[src/rtl/selfcon_ctrl.sv]
// selfcon_ctrl -- self-convergence controller for the BISG scan test loop.
//
// Sequences repeated BIST runs of the CUT. Each run pulses the CUT reset,
// presents ScanNum, and waits for the CUT to report completion. The speed code
// captured at the end of the run becomes a path-delay estimate. The controller
// grows ScanNum until K delay estimates have stayed within EPS of the
// preceding estimate. It also captures the golden signature on the first scan
// of the first run and reports whether later signatures still match it.
//
// Ports
//   clk        in   system clock, rising edge
//   rst        in   synchronous active-high reset
//   go         in   start request, honoured only when idle or finished
//   over       in   CUT run-complete level
//   scan_done  in   CUT per-scan completion level (rising edge = one scan)
//   sig        in   CUT signature [SIG_W]
//   speed      in   CUT captured speed code [SPEED_W]
//   cut_rst_n  out  active-low reset to the CUT
//   ScanNum    out  scan count presented to the CUT [SCAN_W]
//   pass       out  signature matches golden
//   dmax       out  latest delay estimate, 10 ps units [DMAX_W]
//   run_cnt    out  completed runs
//   conv_cnt   out  convergence hits
//   busy       out  sequence in progress
//   done       out  sequence finished
//   converged  out  finished because K hits were reached
module selfcon_ctrl #(
  parameter int SIG_W      = 13,
  parameter int SCAN_W     = 20,
  parameter int SPEED_W    = 10,
  parameter int DMAX_W     = 14,
  parameter int SCAN_START = 60,
  parameter int SCAN_BASE  = 10,
  parameter int K          = 8,
  parameter int EPS        = 10,
  parameter int MAX_RUNS   = 64,
  parameter int RST_CYC    = 3,
  parameter int MULT_MAX   = 128
) (
  input  logic               clk,
  input  logic               rst,
  input  logic               go,
  input  logic               over,
  input  logic               scan_done,
  input  logic [SIG_W-1:0]   sig,
  input  logic [SPEED_W-1:0] speed,
  output logic               cut_rst_n,
  output logic [SCAN_W-1:0]  ScanNum,
  output logic               pass,
  output logic [DMAX_W-1:0]  dmax,
  output logic [7:0]         run_cnt,
  output logic [7:0]         conv_cnt,
  output logic               busy,
  output logic               done,
  output logic               converged
);

  typedef enum logic [2:0] {
    S_IDLE,
    S_CRST,
    S_ARM,
    S_RUN,
    S_EVAL,
    S_UPD,
    S_DONE
  } state_t;

  // Multiplier register must hold MULT_MAX itself.
  localparam int MULT_W = $clog2(MULT_MAX) + 1;
  localparam int CNT_W  = (RST_CYC > 1) ? $clog2(RST_CYC) : 1;
  // Width of one increment (mult * SCAN_BASE), and of ScanNum + increment
  // with one guard bit so saturation can be detected.
  localparam int INC_W  = MULT_W + $clog2(SCAN_BASE + 1);
  localparam int SUM_W  = ((SCAN_W > INC_W) ? SCAN_W : INC_W) + 1;
  localparam logic [SUM_W-1:0] SCAN_SAT = {{(SUM_W-SCAN_W){1'b0}}, {SCAN_W{1'b1}}};

  // Delay estimate from the speed code. Codes above 20 sit on the slow
  // branch with a 1000 offset; the rest use 900. Max 11230 fits DMAX_W.
  function automatic logic [DMAX_W-1:0] delay_est(input logic [SPEED_W-1:0] s);
    logic [DMAX_W-1:0] scaled;
    scaled = DMAX_W'(s) * DMAX_W'(10);
    if (s > SPEED_W'(20))
      delay_est = scaled + DMAX_W'(1000);
    else
      delay_est = scaled + DMAX_W'(900);
  endfunction

  // Double the bounce multiplier, clamped at MULT_MAX.
  function automatic logic [MULT_W-1:0] mult_step(input logic [MULT_W-1:0] m);
    logic [MULT_W:0] dbl;
    dbl = {m, 1'b0};
    if (dbl > (MULT_W+1)'(MULT_MAX))
      mult_step = MULT_W'(MULT_MAX);
    else
      mult_step = dbl[MULT_W-1:0];
  endfunction

  // ScanNum + m*SCAN_BASE, saturating at the all-ones ScanNum value.
  function automatic logic [SCAN_W-1:0] scan_sat_add(input logic [SCAN_W-1:0] base,
                                                     input logic [MULT_W-1:0] m);
    logic [SUM_W-1:0] sum;
    sum = SUM_W'(base) + SUM_W'(m) * SUM_W'(SCAN_BASE);
    if (sum > SCAN_SAT)
      scan_sat_add = {SCAN_W{1'b1}};
    else
      scan_sat_add = sum[SCAN_W-1:0];
  endfunction

  state_t              state;
  logic [CNT_W-1:0]    rst_cnt;
  logic [MULT_W-1:0]   mult;
  logic [DMAX_W-1:0]   prev_d;
  logic [SIG_W-1:0]    golden;
  logic                golden_valid;
  logic [SPEED_W-1:0]  spd_lat;
  logic                sd_prev;

  logic                sd_rise;
  logic                hit;
  logic [MULT_W-1:0]   mult_nx;
  logic [7:0]          conv_nx;
  logic [7:0]          run_nx;
  logic [SCAN_W-1:0]   scan_nx;

  assign sd_rise = scan_done & ~sd_prev;

  // Update-step arithmetic; only consumed in S_UPD, where dmax already holds
  // this run's estimate. The first run never counts as a hit.
  always_comb begin
    hit     = (run_cnt != 8'd0) &&
              ({1'b0, dmax} <= ({1'b0, prev_d} + (DMAX_W+1)'(EPS)));
    mult_nx = hit ? mult_step(mult) : mult;
    conv_nx = hit ? conv_cnt + 8'd1 : conv_cnt;
    run_nx  = run_cnt + 8'd1;
    scan_nx = scan_sat_add(ScanNum, mult_nx);
  end

  // scan_done history for edge detection; pure data, no reset needed.
  always_ff @(posedge clk) begin
    sd_prev <= scan_done;
  end

  always_ff @(posedge clk) begin
    if (rst) begin
      state        <= S_IDLE;
      rst_cnt      <= '0;
      cut_rst_n    <= 1'b1;
      ScanNum      <= SCAN_W'(SCAN_START);
      pass         <= 1'b0;
      dmax         <= '0;
      run_cnt      <= 8'd0;
      conv_cnt     <= 8'd0;
      busy         <= 1'b0;
      done         <= 1'b0;
      converged    <= 1'b0;
      mult         <= MULT_W'(1);
      prev_d       <= '0;
      golden_valid <= 1'b0;
    end else begin
      case (state)
        // Start (or restart after a finished sequence).
        S_IDLE, S_DONE: begin
          if (go) begin
            state        <= S_CRST;
            rst_cnt      <= '0;
            cut_rst_n    <= 1'b0;
            ScanNum      <= SCAN_W'(SCAN_START);
            pass         <= 1'b0;
            run_cnt      <= 8'd0;
            conv_cnt     <= 8'd0;
            busy         <= 1'b1;
            done         <= 1'b0;
            converged    <= 1'b0;
            mult         <= MULT_W'(1);
            prev_d       <= '0;
            golden_valid <= 1'b0;
          end
        end

        // Hold the CUT in reset for RST_CYC cycles in total.
        S_CRST: begin
          if (rst_cnt == CNT_W'(RST_CYC - 1)) begin
            state     <= S_ARM;
            cut_rst_n <= 1'b1;
          end else begin
            rst_cnt <= rst_cnt + CNT_W'(1);
          end
        end

        // A leftover over=1 from the previous run must drop before we listen.
        S_ARM: begin
          if (!over)
            state <= S_RUN;
        end

        // Scan events update the signature status; over ends the run. A scan
        // edge arriving together with over is still processed.
        S_RUN: begin
          if (sd_rise) begin
            if (!golden_valid && run_cnt == 8'd0) begin
              golden       <= sig;
              golden_valid <= 1'b1;
              pass         <= 1'b1;
            end else begin
              pass <= (sig == golden);
            end
          end
          if (over) begin
            spd_lat <= speed;
            state   <= S_EVAL;
          end
        end

        S_EVAL: begin
          dmax  <= delay_est(spd_lat);
          state <= S_UPD;
        end

        // Convergence bookkeeping and exit decision.
        S_UPD: begin
          mult     <= mult_nx;
          conv_cnt <= conv_nx;
          run_cnt  <= run_nx;
          ScanNum  <= scan_nx;
          prev_d   <= dmax;
          if (conv_nx == 8'(K)) begin
            state     <= S_DONE;
            busy      <= 1'b0;
            done      <= 1'b1;
            converged <= 1'b1;
          end else if (run_nx == 8'(MAX_RUNS)) begin
            state     <= S_DONE;
            busy      <= 1'b0;
            done      <= 1'b1;
            converged <= 1'b0;
          end else begin
            state     <= S_CRST;
            rst_cnt   <= '0;
            cut_rst_n <= 1'b0;
          end
        end

        default: state <= S_IDLE;
      endcase
    end
  end

endmodule

[config.mk]
export PLATFORM = sky130hd
export DESIGN_NAME = selfcon_ctrl
export DESIGN_NICKNAME = d
export VERILOG_FILES = /design/src/rtl/selfcon_ctrl.sv
export SDC_FILE = /design/constraint.sdc
export NUM_CORES = 1
export LEC_CHECK = 0
export CORE_UTILIZATION = 50
export DETAILED_ROUTE_END_ITERATION = 6
export PLACE_DENSITY_LB_ADDON = 0.08
export SYNTH_ARGS = -nofsm -noshare
export SYNTH_HDL_FRONTEND = slang
export SYNTH_SLANG_ARGS = --single-unit
[constraint.sdc]
create_clock -name clk -period 11.1 [get_ports clk]
set_input_delay 2.22 -clock clk [delete_from_list [all_inputs] [get_ports clk]]
set_output_delay 2.22 -clock clk [all_outputs]
set_load 0.02 [all_outputs]
==> results.md, run 1 <==
- The number of DRC violations after detailed-routing iteration 0 is 450.
- The total leakage power is roughly 3 nW.
- Clock latency on the worst-skew pair, taken at its later pin, is roughly 0.36 ns.
- Setup repair after global routing left no endpoint under its margin.
- In this run the standard cell core region covers 13,300 sq um.
- The normalized max-slew margin is a little over a quarter.
- Post-CTS repair changed the size of 0 cells.
- The H-tree depth is 3.
- The cell area after layout is about 8000 sq um.
- The leading area contributor after synthesis is sky130_fd_sc_hd__dfxtp_1.
- Compared with the post-synthesis result, the final layout area differs by 17.4%.
- The global placement routability congestion is 0.897.
- The yosys synthesis warning count is 0.
- Once placement finished, the instance area stood at 7810 sq um.
- The count of final setup violators is 0.
- The final clock period utilization by the worst path is between 60 and 70%.
- At the end of the flow, the number of nets in the layout was roughly 960.
- The clock sink count is between 100 and 150.
- The number of placed cells counting well taps is slightly above 1,000.
- Entering global routing, the biggest net connects 75 pins.
- In the synthesized netlist the async set-or-reset flop fraction comes to 0%.
- The total die area is around 14,000 sq um.
- Counting every instance in the synthesized netlist gives 809.
- The worst setup path is launched from a flip-flop.
- The total half-perimeter wirelength after legalization and detailed placement is between 10,000 and 15,000 um.
- The TritonCTS clock tree is built.
- The count of max-cap constraint violations is 0.
- The longest clock path from root to sink contains 2 buffers.
- The count of cells in the finished layout, fillers not included, comes to 1,053.
- The share of synthesized cell area in full adder, half adder and majority cells is approximately an eighth.
- The via total after detailed routing is 6,179.
- The global-route wire length before repair is roughly 28,000 um.
- In this run the cell area of the synthesized design comes to between 6000 and 7000 sq um.
- In the global route stage, overall resource usage came out at about a quarter.
- The number of global-route vias before repair is ~5,900.
- By area the synthesized netlist is led by sky130_fd_sc_hd__dfxtp_1 24%, sky130_fd_sc_hd__ha_1 11%, sky130_fd_sc_hd__edfxtp_1 10%.
- For this run, design rule violations remaining after detail routing come to 0.
- The count of hold buffers inserted by post-cts repair is 0.
- Before CTS, the worst setup slack after placement is roughly 4.3 ns.
- Across the VDD grid, the largest voltage drop is 0.0632 mV.
- The post-route antenna net violation count is 0.
- Summed over all failing endpoints, the final setup total negative slack is 0 ns.
- The commonest cells after synthesis are 85 x sky130_fd_sc_hd__nand2_1, 82 x sky130_fd_sc_hd__dfxtp_1, 74 x sky130_fd_sc_hd__a21oi_1, 61 x sky130_fd_sc_hd__ha_1, 57 x sky130_fd_sc_hd__nor2_1.
- The top fanout value on the critical path is 12.
- On the final layout, the worst clock skew is roughly 0.0098 ns.
- The detailed-route vias per instance is just under 6.
- The cell with the most instances after synthesis is sky130_fd_sc_hd__nand2_1.
- Data on the critical path is required at its endpoint by between 10 and 15 ns.
- The area share of the largest cell type after synthesis is 23.8%.
- The count of final max-slew check failures was 0.
- The dominant combinational cell family by area after synthesis is compound AO/OA/AOI/OAI gates.
- The die is 119 um wide.
- The power density relative to cell area is between 100 and 150 nW/um^2.
- The run finished with clean final reports.
- The post-route netlist has between 5 and 6% of its cells at a drive strength greater than 1.
- The aggregate routed wire length is roughly 17,000 um.
- Global routing finished with a remaining overflow of 0.
- The average routed wire per standard cell is about 16 um.
- The number of post-CTS setup repair buffers is 0.
- Multiplexer cells account for less than 1% of the synthesized area.
- 83 I/O pins were placed.
- The fmax is ~150 MHz.
- The number of antenna violations at the first check in global routing came to 0.
- Each instance of the synthesized netlist takes up on average between 8 and 9 sq um.
- The number of iterations in the first detailed-routing pass is 5.
- Port buffering added around 80 buffers.
- The post-synthesis simple-gate area fraction is between 20% and 30%.
- The number of enable-type register cells in the synthesized netlist is 23.
- The total nets after synthesis is 901.
- The worst hold path belongs to the class reg2reg.
- In the post-route analysis, the smallest setup slack over all paths is between 4 and 5 ns.
- Among all flip-flop cells after synthesis, the most frequent one is sky130_fd_sc_hd__dfxtp_1.
- The floorplan has 42 rows.
- The number of antenna repair diodes is 0.
- The clock slew seen by the registers of the worst setup and hold paths is around 0.070 ns.
- The number of different library cells in the post-synthesis netlist is 78.
- The element type at the critical path end is a flip-flop.
- The final period demand of the worst path is around 6.8 ns.
- The slew of the pin with the lowest slew margin is 1.10 ns.
- The category of the critical setup timing path is reg2reg.
- The number of hold-slack violations in the final timing report is 0.
- The clock tree root driver cell is sky130_fd_sc_hd__clkbuf_16.
- The synthesized netlist devotes 6.85% of its cell area to XOR and XNOR gates.
- Summing the areas of all compound-gate instances in the mapped netlist gives about 22% of the synthesized area.
- The total clock buffers created by CTS is 9.
- The register area share after synthesis is 33.8%.
- The effective utilization at floorplan is 51.7%.
- Data arrives at the worst endpoint at ~7 ns.
- The die span in y is 119 um.
- Synthesis inferred 105 register bits.
[registers in the layout, summed over array words and instances (netlist names), 2 cells and up]
| name | cells |
|---|---|
| ScanNum | 20 |
| dmax | 13 |
| golden | 13 |
| prev_d | 13 |
| spd_lat | 10 |
| conv_cnt | 8 |
| mult | 8 |
| run_cnt | 8 |
| state | 3 |
| rst_cnt | 2 |
[layout make-up]
| type | count | area (sq um) |
|---|---|---|
| clock buffer | 10 | 239 |
| timing repair buffer | 85 | 836 |
| sequential | 105 | 2330 |
| tap | 176 | 220 |
| fill | 1208 | 5250 |
| multi-input combinational | 646 | 4330 |
| clock inverter | 6 | 50.0 |
| inverter | 25 | 93.8 |
[report_power, final]
| part | internal, mW | switching (mW) |
|---|---|---|
| Combinational | 0.0472 | 0.0720 |
| Clock | 0.161 | 0.154 |
| Sequential | 0.398 | 0.0175 |
| Total | 0.606 | 0.243 |
[placed cells by master, fill, tap and decap left out, drive strengths merged, types with 11 or more instances in the layout]
cell type,instances
a211oi,15
nand3,49
o21ai,49
inv,27
ha,61
xor2,30
nor3,17
nand2,86
nand4,11
and3,15
nor2,60
edfxtp,23
clkdlybuf4s50,80
xnor2,24
a21o,22
a31oi,14
dfxtp,82
a21oi,77
[metrics by stage]
step / power (mW) / utilization (%) / hold WS, ns
floorplan: 0.504 / - / 0.437
global placement: 0.539 / 58.5 / 0.452
detailed placement: 0.542 / 58.5 / 0.467
CTS: 0.855 / 60.7 / 0.477
global route: 0.885 / 60.7 / 0.508
finish: 0.849 / 60.7 / 0.479
[final timing paths]
kind | start | end | slack [ns] | cells past startpoint
max | prev_d[1]$_SDFFE_PP0P_ | ScanNum[4]$_SDFFE_PP1P_ | 4.27 | 27
min | ScanNum[0]$_SDFFE_PP0P_ | ScanNum[0]$_SDFFE_PP0P_ | 0.48 | 2
max reg2reg | prev_d[1]$_SDFFE_PP0P_ | ScanNum[4]$_SDFFE_PP1P_ | 4.27 | 27
min reg2reg | ScanNum[0]$_SDFFE_PP0P_ | ScanNum[0]$_SDFFE_PP0P_ | 0.48 | 2
[kinds of logic after synthesis]
logic type	count (synthesis)
and+or+nand+nor	295
AOI/OAI and AO/OA	230
DFF	105
adders and majority gates	64
buffers and inverters	58
xor gates and xnor gates	54
muxes	2
other	1
[worst max-delay path, cell delays in order, from the launching register on]
cell and delay, ns:
sky130_fd_sc_hd__dfxtp_1 0.35, sky130_fd_sc_hd__ha_1 0.22, sky130_fd_sc_hd__or2_2 0.34, sky130_fd_sc_hd__nand3_1 0.14, sky130_fd_sc_hd__xor2_1 0.20, sky130_fd_sc_hd__ha_1 0.29, sky130_fd_sc_hd__and3_1 0.21, sky130_fd_sc_hd__a221oi_2 0.30
sky130_fd_sc_hd__nand2_1 0.10, sky130_fd_sc_hd__o21ai_2 0.23, sky130_fd_sc_hd__and2_1 0.46, sky130_fd_sc_hd__a31oi_2 0.21, sky130_fd_sc_hd__inv_1 0.13, sky130_fd_sc_hd__ha_1 0.25, sky130_fd_sc_hd__ha_1 0.23, sky130_fd_sc_hd__fa_1 0.41
sky130_fd_sc_hd__a21o_1 0.18, sky130_fd_sc_hd__a21oi_1 0.22, sky130_fd_sc_hd__nor2b_1 0.07, sky130_fd_sc_hd__o21ai_0 0.16, sky130_fd_sc_hd__nand2_1 0.09, sky130_fd_sc_hd__xnor2_1 0.12, sky130_fd_sc_hd__ha_1 0.35, sky130_fd_sc_hd__nand4_1 0.12
sky130_fd_sc_hd__o21ai_1 0.32, sky130_fd_sc_hd__nand4_1 0.54, sky130_fd_sc_hd__and3_1 0.38, sky130_fd_sc_hd__o21ai_0 0.13
[per-layer routing]
metal  up-vias  GRT usage [%]  wire length, um  share of wire (%)
met1      2932           30.4             7520                 44
met5         -              0                0                  0
met2       154           42.0             8380                 49
met3        20           3.52              805                4.7
li1       3073              -                -                  -
met4         0           9.14              252                1.5
Power figures use the tool's default switching activity.
==> inputs of run 2 (changes only) <==
- clock period: 11.1 -> 6.6 ns (I/O delays scaled with it)
==> results.md, run 2 (same netlist as run 1, synthesis figures left out) <==
- The flow ran to the end, and the final reports show no timing, DRC or antenna violations.
- The count of max-cap constraint violations is 0 (unchanged).
- The top cell types in the final layout, fill and taps aside, are 84 x sky130_fd_sc_hd__nand2_1, 81 x sky130_fd_sc_hd__dfxtp_1, 80 x sky130_fd_sc_hd__clkdlybuf4s50_1.
- The growth of design area from synthesis to finish is 19.3%.
- The slew of the pin with the lowest slew margin is 1.05 ns (-0.0574 ns).
- The average routed wire per standard cell is 16.0 um (-0.77%).
- The effective utilization at floorplan came to 51.7% (unchanged).
- The chip width is 119 um (unchanged).
- The part of the power in registers is 47.0% (-1.9 points).
- The critical path required time was 6.84 ns (-4.54 ns).
- The number of hold-slack violations in the final timing report came to 0 (unchanged).
- The TritonCTS clock tree is built.
- The total clock buffers created by CTS is 9 (unchanged).
- The top fanout value on the critical path is 9 (-3).
- The top register by number of flip-flops is ScanNum.
- The final period demand of the worst path is 6.21 ns (-0.613 ns).
- The count of hold buffers inserted by post-cts repair is 0 (unchanged).
- The total leakage power is 3.14 nW (+2.0%).
- The clock slew seen by the registers of the worst setup and hold paths is 0.07 ns (about the same).
- The die span in y is 119 um (unchanged).
- The port buffer count is 81 (unchanged).
- The clock tree root driver cell is sky130_fd_sc_hd__clkbuf_16.
- The portion of total power attributed to combinational logic is 13.8% (-0.2 points).
- The post-route antenna net violation count is 0 (unchanged).
- The final clock period utilization by the worst path came to 94.1% (+33 points).
- The most frequent standard cell in the layout excluding fill and tap cells is sky130_fd_sc_hd__nand2_1.
- Setup repair after global routing left no endpoint under its margin.
- The number of fill cells in the layout is 1,149 (-4.9%).
- The global placement routability congestion came to 0.888 (-1.0%).
- The total negative setup slack is 0 ns (unchanged).
- The number of iterations in the first detailed-routing pass was 5 (unchanged).
- The switching part of the total is 27.0% (-1.6 points).
- The clock sink count is 105 (unchanged).
- The flip-flop count of the largest register after layout was 20 (unchanged).
- The power density relative to cell area is 181 nW/um^2 (+72%).
- The combined flip-flop and latch cell area was 2330 sq um (about the same).
- The worst hold margin was 0.470 ns (-0.00964 ns).
- The count of final max-slew check failures is 0 (unchanged).
- The fmax is 161 MHz (+9.9%).
- The reg-to-reg setup timing slack is 0.39 ns (-3.89 ns).
- The detailed-route vias per instance was 5.88 (+0.19%).
- The number of antenna repair diodes is 0 (unchanged).
- The aggregate routed wire length is 16,900 um (-0.20%).
- In this run the worst setup path begins at prev_d[1]$_SDFFE_PP0P_.
- The clock network power share is 39.2% (+2.2 points).
- The layout cell share with drive strength beyond 1 is 7.02% (+1.3 points).
- The floorplan row count came to 42 (unchanged).
- The number of global-route vias before repair came to 6,002 (+2.4%).
- The switching component of the power came to 0.402 mW (+65%).
- The number of antenna violations at the first check in global routing was 0 (unchanged).
- The H-tree depth is 3 (unchanged).
- The net total in the final layout is 970 (+0.62%).
- The worst-case clock skew is 0.00678 ns (-0.00305 ns).
- By startpoint and endpoint, the worst setup path is classified as reg2reg.
- The area taken by multi-input logic gates was 4390 sq um (+1.3%).
- The internal cell power came to 1.08 mW (+79%).
- The global-route wire length before repair is 27,900 um (+0.15%).
- The count of final setup violators is 0 (unchanged).
- The number of buffers on the longest clock path is 2 (unchanged).
- The number of top-level pins is 83 (unchanged).
- In this run the worst hold path is classified as reg2reg.
- The source-to-sink clock delay at the later pin of the worst-skew pair is 0.36 ns (about the same).
- The final global-route overflow total came to 0 (unchanged).
- The total half-perimeter wirelength after legalization and detailed placement is 12,200 um (-1.1%).
- The cell seen most often among critical-path stages is sky130_fd_sc_hd__ha_1.
- The critical-path cell with the highest stage delay is sky130_fd_sc_hd__fa_1.
- The placeable core region came to 13,300 sq um (unchanged).
- The peak ir drop on the vdd network came to 0.139 mV (+120%).
- The normalized max-slew margin was 29.9% (+3.8 points).
- The launch instance of the worst min-delay path is converged$_SDFFE_PP0P_.
- The total die area is 14,300 sq um (unchanged).
- The maximum number of pins on one net before global-route repair is 75 (unchanged).
- The element type at the critical path end is a flip-flop.
- The number of DRC violations after detailed-routing iteration 0 came to 331 (-26%).
- The largest incremental delay on the critical path is 0.42 ns (-0.12 ns).
- The data arrival time of the critical path is 6.46 ns (-0.65 ns).
- The via total after detailed routing is 6,226 (+0.76%).
- The number of design rule violations left after detail routing came to 0 (unchanged).
- The launch point of the worst reg-to-reg path is prev_d[1]$_SDFFE_PP0P_.
- The kind of launch point of the worst setup path is a flip-flop.
- The global-route usage over all layers is 24.3% (+0.049 points).
-- run 2: changes by cell type in the layout (fill, tap and decap cells not counted), sizes merged --
cell,before,now
clkinvlp,2,1
clkbuf,10,9
clkinv,2,3
bufinv,0,2
buf,5,11
inv,27,26
-- run 2: cell type report --
cell class              instances  area share, %
clock inverters                 7           1.14
well taps                     176           2.67
multi-input cells             646           53.3
clock buffers                   9           2.73
flip-flops and latches        105           28.3
repair buffers                 91           10.7
inverters                      25           1.14
-- run 2: stage by stage --
stage | power [mW] | instances | cell area (sq um) | setup WS [ns] | utilization (%)
after floorplan | 0.848 | 809 | 6900 | 0.760 | -
after global placement | 0.907 | 1040 | 7840 | 0.589 | 58.7
after detailed placement | 0.912 | 1040 | 7840 | 0.224 | 58.7
after CTS | 1.49 | 1056 | 8150 | 0.199 | 61.1
after global routing | 1.55 | 1059 | 8240 | 0.00307 | 61.7
final | 1.49 | 1059 | 8240 | 0.387 | 61.7
-- run 2: worst paths after layout --
kind / endpoint / depth (start not counted)
setup / recovery: ScanNum[2]$_SDFFE_PP1P_ / 29
hold / removal: converged$_SDFFE_PP0P_ / 2
setup reg to reg: ScanNum[2]$_SDFFE_PP1P_ / 29
hold reg to reg: converged$_SDFFE_PP0P_ / 2
-- run 2: worst max-delay path: cells and delay by family, from the launching register on --
family / cells / cell delay (ns)
buffers and inverters: 2 / 0.28
AO/OA/AOI/OAI: 11 / 1.96
AND/OR/NAND/NOR: 8 / 1.42
flip-flops: 1 / 0.35
XOR/XNOR: 2 / 0.28
adder cells (fa/ha/maj): 6 / 1.78
-- run 2: power by group through the flow --
stage	logic [mW]	registers, mW	clock network [mW]
2_1_floorplan	0.147	0.701	0
3_3_place_gp	0.195	0.711	0
3_5_place_dp	0.199	0.713	0
4_1_cts	0.201	0.697	0.595
5_1_grt	0.227	0.702	0.623
6_report	0.205	0.698	0.583
-- run 2: what timing repair did --
action                     CTS  global route
gates resized for setup      0            13
setup endpoints to repair    0            17
buffers inserted             0             3
-- run 2: metal layers --
metal | vias to the layer above | global-route usage, % | part of all wire (%)
met4 | 0 | 8.52 | 1.7
met2 | 170 | 42.4 | 49
met1 | 2941 | 29.4 | 44
li1 | 3091 | - | -
met3 | 24 | 5.13 | 5.1
met5 | - | 0 | 0
